`config.mk`:
```
export PLATFORM = sky130hd
export DESIGN_NAME = stim_capture_ctrl
export DESIGN_NICKNAME = d
export VERILOG_FILES = /design/src/rtl/stim_capture_pkg.sv /design/src/rtl/capture_buf.sv /design/src/rtl/stim_capture_ctrl.sv
export SDC_FILE = /design/constraint.sdc
export NUM_CORES = 1
export LEC_CHECK = 0
export BUFFER_PORTS_ARGS = -buffer_cell sky130_fd_sc_hd__buf_2
export CAP_MARGIN = 20
export CORE_AREA = 8 8 92 61
export CTS_CLUSTER_SIZE = 24
export DETAILED_ROUTE_END_ITERATION = 10
export DIE_AREA = 0 0 100 69
export PLACE_DENSITY_LB_ADDON = 0.1
export SETUP_SLACK_MARGIN = 0.05
export SLEW_MARGIN = 20
export SYNTH_ARGS = -nofsm -noshare
export SYNTH_HDL_FRONTEND = slang
export SYNTH_SLANG_ARGS = --single-unit
```
`constraint.sdc`:
```
create_clock -name clk -period 1.7 [get_ports clk]
set_input_delay 0.255 -clock clk [delete_from_list [all_inputs] [get_ports clk]]
set_output_delay 0.255 -clock clk [all_outputs]
set_load 0.01 [all_outputs]
```
`src/rtl/stim_capture_pkg.sv`:
```
// Shared types and default sizing for the stimulus/capture controller.
// The state enum is shared so other blocks can decode controller state.
package stim_capture_pkg;

  localparam int NUM_CYCLES_DEF = 10;
  localparam int DATA_W_DEF     = 2;

  typedef enum logic [1:0] {
    IDLE       = 2'd0,
    DRIVE_WAIT = 2'd1,
    CAPTURE    = 2'd2,
    DONE       = 2'd3
  } state_t;

endpackage

```
`src/rtl/capture_buf.sv`:
```
// Result store: one write port and one registered read port.
// The whole array clears on reset, so it maps to registers rather than block RAM.
module capture_buf #(
  parameter  int DEPTH  = 10,
  parameter  int DATA_W = 2,
  localparam int AW     = $clog2(DEPTH)
) (
  input  logic              clk,
  input  logic              rst_n,
  input  logic              wr_en,
  input  logic [AW-1:0]     wr_addr,
  input  logic [DATA_W-1:0] wr_data,
  input  logic [AW-1:0]     rd_addr,
  output logic [DATA_W-1:0] rd_data
);

  logic [DATA_W-1:0] mem_reg [DEPTH];
  logic [DATA_W-1:0] rd_data_reg;

  always_ff @(posedge clk or negedge rst_n) begin
    if (!rst_n) begin
      for (int i = 0; i < DEPTH; i++) mem_reg[i] <= '0;
    end else if (wr_en) begin
      mem_reg[wr_addr] <= wr_data;
    end
  end

  // Indices past the populated depth read back as zero; a same-edge write is not visible yet.
  always_ff @(posedge clk or negedge rst_n) begin
    if (!rst_n) begin
      rd_data_reg <= '0;
    end else if (32'(rd_addr) < DEPTH) begin
      rd_data_reg <= mem_reg[rd_addr];
    end else begin
      rd_data_reg <= '0;
    end
  end

  assign rd_data = rd_data_reg;

endmodule

```
`src/rtl/stim_capture_ctrl.sv`:
```
// Drives a per-step stimulus bit into a registered child datapath and
// captures the child's response one cycle later, NUM_CYCLES times per run.
module stim_capture_ctrl
  import stim_capture_pkg::*;
#(
  parameter  int NUM_CYCLES = NUM_CYCLES_DEF,
  parameter  int DATA_W     = DATA_W_DEF,
  localparam int AW         = $clog2(NUM_CYCLES),
  localparam int CW         = $clog2(NUM_CYCLES + 1)
) (
  input  logic                  clk,
  input  logic                  rst_n,
  input  logic                  start,
  input  logic                  abort,
  input  logic [NUM_CYCLES-1:0] pattern,
  output logic                  a_o,
  input  logic [DATA_W-1:0]     b_i,
  output logic                  busy,
  output logic                  done,
  output logic [CW-1:0]         cap_count,
  input  logic [AW-1:0]         rd_addr,
  output logic [DATA_W-1:0]     rd_data
);

  state_t                state_reg, state_next;
  logic [NUM_CYCLES-1:0] pat_reg, pat_next;
  logic [AW-1:0]         step_reg, step_next;
  logic [CW-1:0]         cap_reg, cap_next;
  logic                  a_reg, a_next;
  logic                  wr_en;

  always_ff @(posedge clk or negedge rst_n) begin
    if (!rst_n) begin
      state_reg <= IDLE;
      pat_reg   <= '0;
      step_reg  <= '0;
      cap_reg   <= '0;
      a_reg     <= 1'b0;
    end else begin
      state_reg <= state_next;
      pat_reg   <= pat_next;
      step_reg  <= step_next;
      cap_reg   <= cap_next;
      a_reg     <= a_next;
    end
  end

  always_comb begin
    state_next = state_reg;
    pat_next   = pat_reg;
    step_next  = step_reg;
    cap_next   = cap_reg;
    a_next     = a_reg;
    wr_en      = 1'b0;
    case (state_reg)
      IDLE: begin
        if (start && !abort) begin
          pat_next   = pattern;
          step_next  = '0;
          cap_next   = '0;
          a_next     = pattern[0];
          state_next = DRIVE_WAIT;
        end
      end
      DRIVE_WAIT: begin
        if (abort) begin
          a_next     = 1'b0;
          state_next = IDLE;
        end else begin
          state_next = CAPTURE;
        end
      end
      CAPTURE: begin
        // The response to the current step is stored even when this edge aborts.
        wr_en    = 1'b1;
        cap_next = cap_reg + CW'(1);
        if (abort) begin
          a_next     = 1'b0;
          state_next = IDLE;
        end else if (step_reg == AW'(NUM_CYCLES - 1)) begin
          state_next = DONE;
        end else begin
          step_next  = step_reg + AW'(1);
          a_next     = pat_reg[step_reg + AW'(1)];
          state_next = DRIVE_WAIT;
        end
      end
      DONE: begin
        a_next     = 1'b0;
        state_next = IDLE;
      end
      default: begin
        a_next     = 1'b0;
        state_next = IDLE;
      end
    endcase
  end

  assign a_o       = a_reg;
  assign busy      = (state_reg != IDLE);
  assign done      = (state_reg == DONE);
  assign cap_count = cap_reg;

  capture_buf #(
    .DEPTH  (NUM_CYCLES),
    .DATA_W (DATA_W)
  ) u_capture_buf (
    .clk     (clk),
    .rst_n   (rst_n),
    .wr_en   (wr_en),
    .wr_addr (step_reg),
    .wr_data (b_i),
    .rd_addr (rd_addr),
    .rd_data (rd_data)
  );

endmodule

```
==> metrics.cfg <==
[yosys]
synthesized_instance_count = 170
sequential_share_of_the_synthesized_area = 0.511
synth_top_family_by_area = multiplexers
distinct_cells_synth = 34
synth_top_area_share = 0.511
yosys-top-cells-area = sky130_fd_sc_hd__dfrtp_1 (51%), sky130_fd_sc_hd__mux2_2 (17%), sky130_fd_sc_hd__mux4_2 (6.4%)
synth_common_cells = sky130_fd_sc_hd__dfrtp_1 (43), sky130_fd_sc_hd__mux2_2 (31), sky130_fd_sc_hd__nand2_1 (20)
synth_compound_gate_area_share = 0.0410
count_leader_synth = sky130_fd_sc_hd__dfrtp_1
synth_area_mm2 = 0.00211
yosys.area_share.xor_xnor = 0.0166
yosys_warnings = 0
synth_simple_gate_area_share = 0.120
ys_ff_latch = 43
synth_ff_type = sky130_fd_sc_hd__dfrtp_1
yosysTopAreaCell = sky130_fd_sc_hd__dfrtp_1
synth_enable_flop_cells = 0
async_flop_share = 1.00
synth.mux.area_fraction = 0.258
synth_adder_area_share = 0.0297
synth_area_per_cell_um2 = 12.4
number_of_nets_in_the_synthesized_netlist = 195

[setup_path]
worst_ep_arrival_time_ns = 1.87
worstSetupEndpointType = flip-flop
critPathSlowestCell = sky130_fd_sc_hd__dfrtp_2
critPathBufInv = 1
worst-setup-path-type = reg2reg
timing.critical_path.required_ns = 1.87
critPathMaxFanout = 4
cp_top_family = multiplexers
rr_endpoint = a_o
worstPathCellList = inv_4 > ha_4 > mux4_2 > mux2i_1 > nor4b_1 > o32a_1
rrSetupSlack_ns = 0.002
timing.critical_path.slowest_cell_delay_ns = 0.43
reg2regPathDepth = 6
rr_startpoint = step_reg[0]
timing.critical_path.from_type = flip-flop

[power_and_ir_drop]
leakagePower_uw = 0.00113
design_power_uw = 2400
power_density_mw_per_mm2 = 968
vdd_drop_max_mv = 0.519

[sta]
tightest_slew_ns = 0.539
max_slew_margin = 0.641
setup_repair_after_global_routing_missed_its_margin = yes
report.final.setup_viol = 0
period_share = 0.999
max_freq_mhz = 589
final_setup_tns_ns = 0
finalCriticalPeriod_ns = 1.70
slew_violations = 0
hold_viol = 0
timing.clock.skew_ns = 0.00859

[global_routing]
grt_max_degree = 44
grt_pass1_vias = 1516
grt_remaining_overflow = 0
antenna_violations_before_repair = 0
grt_first_pass_wirelength_um = 7280
globalRouteTotalUtil = 0.131

[floorplanning]
fp-row-count = 19
fp.dieH_um = 69
floorplan.die_area_mm2 = 0.00690
ioPinCount = 29
dieWidth_um = 100
starting_density = 0.487
design.core.area_mm2 = 0.00433

[clock_network]
clock-sinks = 43
htreeDepth = 2
cts_buffers = 5
cts_root_buffer = sky130_fd_sc_hd__clkbuf_8
clkSlewWorstSetupHoldPaths_ns = 0.08
cts.repair_timing.setup_buffer_count = 0
clkLatencyLatePin_ns = 0.29
cts-hold-fix-buffers = 0
cts_tree = yes
cts_buffer_depth = 2

[drt]
drt_first_pass_iters = 4
drcViolationCount = 0
detail_route.wirelength_um = 4360
avgViaCountPerCell = 5.19
via_count = 1395
dr.first_iter.drc_count = 59
routedWlPerCell_um = 16.2
drt.antenna.violating_nets = 0

[layout]
largest_register_ffs = 20
insertedDiodeCount = 0
layout-area-overhead-vs-synth_pct = 17.8
filler_cell_count = 387
multi_input_area_um2 = 993
area_used_by_sequential_logic_in_the_layout_mm2 = 0.00108
num-nets-final = 230
drive_above_1_share = 0.432

[placement]
finalWeightedCongestion = 0.764
post-dp-hpwl_um = 3310
io_buffers = 28

[min_path]
timing.hold.worst.class = in2async

[flow_run]
cap_viol_max_count = 0

[run_status]
run_status = complete, no violations

==> stage by stage <==
step	cell area [µm²]	instances	setup slack (ns)	utilization	hold slack (ns)
floorplan	2130	170	0.0334	-	-0.0406
global placement	2360	261	0.0524	0.546	0.346
detailed placement	2360	261	-0.0464	0.546	0.359
CTS	2480	269	-0.00245	0.573	0.0344
global route	2480	269	-0.0953	0.573	0.0637
finish	2480	269	0.00242	0.573	0.0117
==> power by group <==
group / leakage (µW) / internal, µW / switching [µW] / total [µW]
combinational: 0.000532 / 201 / 161 / 362
clock: 0.0000612 / 476 / 355 / 831
sequential: 0.000533 / 1140 / 71.4 / 1210
==> worst reg2reg max path, delay by kind of cell, from the launching register on <==
family | cells | cell delay, ns
fa+ha+maj | 1 | 0.28
simple gates | 1 | 0.07
compound gates | 1 | 0.29
flops | 1 | 0.43
buf+inv | 1 | 0.05
mux | 2 | 0.45
==> layout by cell type, fill, tap and decap left out, types with 2 or more instances in the layout <==
| cell type | n |
|---|---|
| sky130_fd_sc_hd__and3_1 | 2 |
| sky130_fd_sc_hd__mux4_2 | 6 |
| sky130_fd_sc_hd__buf_4 | 8 |
| sky130_fd_sc_hd__nand3b_1 | 2 |
| sky130_fd_sc_hd__inv_1 | 2 |
| sky130_fd_sc_hd__ha_1 | 4 |
| sky130_fd_sc_hd__mux2i_1 | 6 |
| sky130_fd_sc_hd__clkbuf_8 | 6 |
| sky130_fd_sc_hd__nor2_1 | 11 |
| sky130_fd_sc_hd__o21ai_0 | 9 |
| sky130_fd_sc_hd__buf_2 | 28 |
| sky130_fd_sc_hd__xor2_1 | 3 |
| sky130_fd_sc_hd__nor3_2 | 2 |
| sky130_fd_sc_hd__nand3_1 | 2 |
| sky130_fd_sc_hd__nor3_1 | 2 |
| sky130_fd_sc_hd__mux2_2 | 31 |
| sky130_fd_sc_hd__a21oi_1 | 2 |
| sky130_fd_sc_hd__nand2_1 | 20 |
| sky130_fd_sc_hd__dfrtp_1 | 42 |
==> worst max path at each step <==
stage,start,slack (ns),endpoint,cells past startpoint
3_3_place_gp,step_reg[0],0.05,a_o,6
6_report,step_reg[0],0.002,a_o,6
2_1_floorplan,step_reg[0],0.03,a_o,7
3_5_place_dp,step_reg[0],-0.05,a_o,6
4_1_cts,step_reg[0],-0.002,a_o,6
5_1_grt,step_reg[0],-0.1,a_o,6
==> cell type report <==
class                      count  share of cell area
sequential                    43               0.434
multi-input combinational    116               0.400
timing repair buffer          36              0.0807
clock buffer                   6              0.0333
tap                           63              0.0318
clock inverter                 2              0.0141
inverter                       3             0.00555
==> logic make-up after synthesis <==
kind of cell / Yosys count
buffers and inverters: 11
and+or+nand+nor: 49
DFF: 43
xor gates and xnor gates: 4
adders and majority gates: 5
muxes: 43
AOI/OAI and AO/OA: 15
==> what timing repair did <==
item                                    in CTS  in global routing
endpoints found under the setup margin       1                 15
gates resized for setup                      1                  0
pin swaps                                    2                  0
==> routing by layer <==
metal,share of wire,track usage
met3,0.060,0.0421
met1,0.52,0.183
met4,0.0087,0.0400
met5,0,0
met2,0.41,0.185
(Power assumes the default switching activity.)
